$ cat src/rtl/mips_fetch_pkg.sv
// Shared types and constants for the MIPS instruction-fetch front end.
package mips_fetch_pkg;

    typedef enum logic [1:0] {
        IDLE,
        REQ,
        HOLD
    } fetch_state_t;

    localparam logic [31:0] PC_INCR          = 32'd4;
    localparam logic [31:0] DEFAULT_RESET_PC = 32'h0040_0000;

endpackage

$ cat src/rtl/pc_fetch_unit.sv
// Fetch front end: owns the PC, fetches from instruction memory by req/ack and
// hands each word to decode with valid/ready, applying jump/branch redirects.
module pc_fetch_unit
    import mips_fetch_pkg::*;
#(
    parameter logic [31:0] RESET_PC = DEFAULT_RESET_PC
) (
    input  logic        CLK,
    input  logic        RESET,
    output logic [31:0] adder_a,
    output logic [31:0] adder_b,
    input  logic [31:0] adder_sum,
    output logic        imem_req,
    output logic [31:0] imem_addr,
    input  logic        imem_ack,
    input  logic [31:0] imem_rdata,
    output logic [31:0] instr,
    output logic [31:0] instr_pc,
    output logic        instr_valid,
    input  logic        instr_ready,
    input  logic        stall,
    input  logic        jump,
    input  logic [25:0] jump_target,
    input  logic        branch_taken,
    input  logic [31:0] branch_offset
);

    fetch_state_t state;
    logic [31:0]  pc;
    logic [31:0]  next_pc;
    logic [31:0]  branch_target;
    logic         handoff;

    assign adder_a   = pc;
    assign adder_b   = PC_INCR;
    assign imem_addr = pc;

    assign handoff       = (state == HOLD) && instr_ready && !stall;
    assign branch_target = adder_sum + (branch_offset << 2);

    // Jump outranks branch; both are relative to the externally computed PC+4.
    always_comb begin
        next_pc = adder_sum;
        if (jump) begin
            next_pc = {adder_sum[31:28], jump_target, 2'b00};
        end else if (branch_taken) begin
            next_pc = branch_target;
        end
    end

    always_ff @(posedge CLK or posedge RESET) begin
        if (RESET) begin
            state       <= IDLE;
            pc          <= RESET_PC;
            imem_req    <= 1'b0;
            instr       <= 32'd0;
            instr_pc    <= 32'd0;
            instr_valid <= 1'b0;
        end else begin
            case (state)
                IDLE: begin
                    state    <= REQ;
                    imem_req <= 1'b1;
                end
                REQ: begin
                    if (imem_ack) begin
                        instr       <= imem_rdata;
                        instr_pc    <= pc;
                        instr_valid <= 1'b1;
                        imem_req    <= 1'b0;
                        state       <= HOLD;
                    end
                end
                HOLD: begin
                    if (handoff) begin
                        pc          <= next_pc;
                        instr_valid <= 1'b0;
                        imem_req    <= 1'b1;
                        state       <= REQ;
                    end
                end
                default: begin
                    state    <= IDLE;
                    imem_req <= 1'b0;
                end
            endcase
        end
    end

endmodule

$ cat config.mk
export PLATFORM = sky130hd
export DESIGN_NAME = pc_fetch_unit
export DESIGN_NICKNAME = d
export VERILOG_FILES = /design/src/rtl/mips_fetch_pkg.sv /design/src/rtl/pc_fetch_unit.sv
export SDC_FILE = /design/constraint.sdc
export NUM_CORES = 1
export LEC_CHECK = 0
export CAP_MARGIN = 20
export CORE_MARGIN = 5
export CORE_UTILIZATION = 37
export CTS_CLUSTER_SIZE = 8
export DETAILED_ROUTE_END_ITERATION = 10
export PLACE_DENSITY_LB_ADDON = 0.2
export SYNTH_ARGS = -nofsm -noshare
export SYNTH_HDL_FRONTEND = slang
export SYNTH_SLANG_ARGS = --single-unit
$ cat constraint.sdc
create_clock -name CLK -period 3.31 [get_ports CLK]
set_input_delay 0.4965 -clock CLK [delete_from_list [all_inputs] [get_ports CLK]]
set_output_delay 0.4965 -clock CLK [all_outputs]
set_load 0.01 [all_outputs]
==> metrics.log <==
[metrics] run status: completed
[metrics] Max Clk Rate: 0.318 GHz
[metrics] cell with the largest stage delay on the worst path: clkdlybuf4s50_1
[metrics] initial core utilization: 37.7%
[metrics] fin cells: 1075
[metrics] worst hold path depth: 1
[metrics] worst vdd rail ir drop: 0.000345 V
[metrics] Final Wtd Congestion: 0.875
[metrics] series of cell instances along the critical path: clkdlybuf4s50_1 -> ha_1 -> fa_1 -> a211oi_2 -> o21ai_2 -> o2111ai_2 -> a311oi_4 -> o21ai_0 -> a21oi_1 -> a211oi_2 -> xnor2_1 -> o221a_2
[metrics] synth top area cells: dfrtp_1 39%, mux2_2 12%, buf_4 7.9%, ha_1 5.8%, a21oi_1 3.7%
[metrics] number of global-route vias before repair: 5472
[metrics] placed wire-length estimate after detailed placement: roughly 15 mm
[metrics] sequential element share of the synthesized area: 39.6%
[metrics] WP data arrival: 3380 ps
[metrics] delay contributed by the slowest stage of the critical path: about 430 ps
[metrics] clk_lat worst skew: roughly 340 ps
[metrics] clock skew: 6.71 ps
[metrics] synthesized cell area: 0.00625 mm^2
[metrics] largest net degree at the start of global routing: 57
[metrics] setup-violating endpoint count in the final report: 0
[metrics] number of hold violations in the final report: 0
[metrics] count of unresolved DRC violations after routing: 0
[metrics] worst-case reg-to-reg path depth: 4
[metrics] most used cell along the critical path: a211oi_2
[metrics] worst-case headroom to the max-slew limit: 54.2%
[metrics] number of standard cells after synthesis: between 600 and 700
[metrics] path class of the lowest-slack min-delay path: flip-flop to flip-flop
[metrics] worst setup slack for register-to-register paths: 1180 ps
[metrics] number of warnings reported in the yosys synthesis log: 0
[metrics] maximum level of the CTS H-tree: 3
[metrics] post-synthesis async set-or-reset flop share: 100%
[metrics] kind of cell adding the most delay to the critical path: compound AO/OA/AOI/OAI gates
[metrics] library cell with the largest summed area after synthesis: dfrtp_1
[metrics] setup bufs post-CTS: 0
[metrics] grt total ovfl: 0
[metrics] most frequent standard cell in the layout excluding fill and tap cells: clkdlybuf4s50_1
[metrics] unrepaired setup endpoints after global routing: false
[metrics] ratio of routed vias to standard cells: about 4.9
[metrics] worst r2r src: state[0]
[metrics] Final Power: 0.00663 W
[metrics] global routing usage on met1: 24.4%
[metrics] Horiz. Die Dim: between 100 and 150 um
[metrics] max_cap viols: 0
[metrics] full die area: 0.0196 mm^2
[metrics] wire length of the first global-routing pass: 29.6 mm
[metrics] cts repair resizes: 0
[metrics] number of buffers between clock root and the deepest sink: 2
[metrics] clock tree from TritonCTS: done
[metrics] core box area: between 0.015 and 0.02 mm^2
[metrics] clk root buf: clkbuf_16
[metrics] clock transition at the registers of the reported paths: about 70 ps
[metrics] pwr/cell area: 729 mW/mm^2
[metrics] number of clock sinks: 99
[metrics] top-level port count: about 290
[metrics] post-route worst hold slack: 504 ps
[metrics] endpoint type of the worst setup path: flip-flop
[metrics] worst-margin pin slew: between 600 and 700 ps
[metrics] area fraction of the dominant cell type after synthesis: 39.2%
[metrics] fraction of final layout cells sized beyond drive strength 1: 15.3%
[metrics] Synth cell types: 64
[metrics] antenna-violating nets left: 0
[metrics] TritonRoute pass-1 iters: 4
[metrics] number of synthesized flops with an enable pin: 0
[metrics] busiest grt layer: met2
[metrics] end point of the worst hold path: instr[20]
[metrics] All-Layer GR Usage: between 15 and 20%
[metrics] number of nets in the layout: between 1000 and 1500
[metrics] worst setup path class: primary input to flip-flop
[metrics] Routed wire per std cell: 17.4 um
[metrics] first-iteration detailed-routing DRC count: around 180
[metrics] crit path time final: 3150 ps
[metrics] Setup crit start kind: primary input
[metrics] initial antenna violation count: 0
[metrics] highest-count cells in the layout ignoring fill and taps: 254 x clkdlybuf4s50_1, 98 x dfrtp_1, 66 x mux2_2
[metrics] syn avg cell area: 10.0 um^2
[metrics] met3 layer usage reported by global route: 2.56%
[metrics] post-route clock period utilization: 95.1%
[metrics] Post-Layout Inst Area: 0.00910 mm^2
[metrics] Placed Instances: approximately 1100
[metrics] via count: 5320
[metrics] number of buffers inserted during clock tree synthesis: 9
[metrics] antenna diode instance count: 0
[metrics] crit path max fanout: 4
[metrics] Area after DPL: roughly 0.009 mm^2
[metrics] Critical Path RT: 3540 ps
[metrics] leakage power total: 3.93 nW
[metrics] met2 Track Usage GR: 31.5%
[metrics] number of buffer cells added on primary ports: about 260
[metrics] most used flip-flop cell after synthesis: dfrtp_1
[metrics] area delta synth->final: 45.5%
[metrics] Critical path buffers and inverters: 1
[metrics] number of hold buffers added after cts: 0
[metrics] HP Start: instr[20]
[metrics] total detailed-routing wirelength: around 19 mm
[metrics] die height: 140 um
[metrics] reg2reg end: adder_a[28]
[metrics] Rows: 47
[metrics] Seq cells post-synth: 99
[metrics] total count of max-transition violations in the final report: 0
how the worst max path moves through the flow:
stage	end	slack (ps)	startpoint	depth (start not counted)
2_1_floorplan	adder_a[0]	220	RESET	1
3_3_place_gp	adder_a[24]	-190	adder_sum[2]	12
3_5_place_dp	adder_a[24]	-190	adder_sum[2]	12
4_1_cts	adder_a[24]	150	adder_sum[2]	12
5_1_grt	adder_a[24]	50	adder_sum[2]	12
6_report	adder_a[24]	160	adder_sum[2]	12
metal layers:
layer | routed length, um | part of all wire [%] | vias up
met3 | 1040 | 5.6 | 26
met5 | 0 | 0 | -
met1 | 8240 | 44 | 2497
met2 | 8980 | 48 | 204
met4 | 457 | 2.4 | 0
li1 | - | - | 2593
kinds of logic (layout without fill, tap and decap cells):
| family | after synthesis | count (layout) | synth area share, % |
|---|---|---|---|
| flops | 99 | 99 | 39.6 |
| fa+ha+maj | 30 | 30 | 6.12 |
| compound gates | 153 | 153 | 16.2 |
| other cells | 2 | 32 | 0.120 |
| xor+xnor | 23 | 23 | 3.22 |
| buf+inv | 110 | 312 | 10.6 |
| mux | 84 | 84 | 14.8 |
| simple gates | 122 | 122 | 9.24 |
stage by stage:
step,setup TNS (ps),setup WS (ps),util (%)
final,0,163,54.9
after global routing,0,53.1,54.9
after CTS,0,154,54.9
after detailed placement,-706,-194,53.0
after global placement,-575,-195,53.0
after floorplan,0,225,-
flip-flops by register name (all words and copies together) (netlist names):
signal / flops
adder_a: 32
instr: 32
instr_pc: 32
instr_valid: 1
state: 2
layout make-up:
class,instances,area (um^2)
clock buffer,9,225
clock inverter,6,75.1
tap,220,275
multi-input combinational,444,3230
inverter,13,51.3
sequential,99,2480
fill,1509,7490
timing repair buffer,284,2760
power by group:
part / internal (W) / leakage, nW / total, W / switching, W
clock: 0.000592 / 0.138 / 0.00105 / 0.000454
combinational: 0.00204 / 2.58 / 0.00337 / 0.00133
sequential: 0.00178 / 1.20 / 0.00222 / 0.000431
cells in the mapped netlist, drive strengths merged, types with 2 or more instances:
cell type / n
dfrtp: 98
buf: 72
mux2: 66
nand2: 50
o21ai: 49
a21oi: 47
ha: 29
nor2: 27
clkbuf: 25
mux2i: 18
xnor2: 16
inv: 13
a211oi: 9
a21o: 9
nand3: 8
xor2: 7
nor2b: 6
a31oi: 4
and3: 4
nand4: 4
nor3: 4
o221ai: 4
or3: 4
a211o: 3
a41oi: 3
nand3b: 3
nor3b: 3
o21bai: 3
o22ai: 3
o311ai: 3
a41o: 2
and2: 2
conb: 2
o211ai: 2
o21a: 2
or2: 2
worst reg2reg max path, stage by stage (launching register included):
cell	delay, ps
dfrtp_1	440
or4b_2	970
a211oi_1	290
o22a_1	160
o311ai_0	120
(Power assumes the default switching activity.)
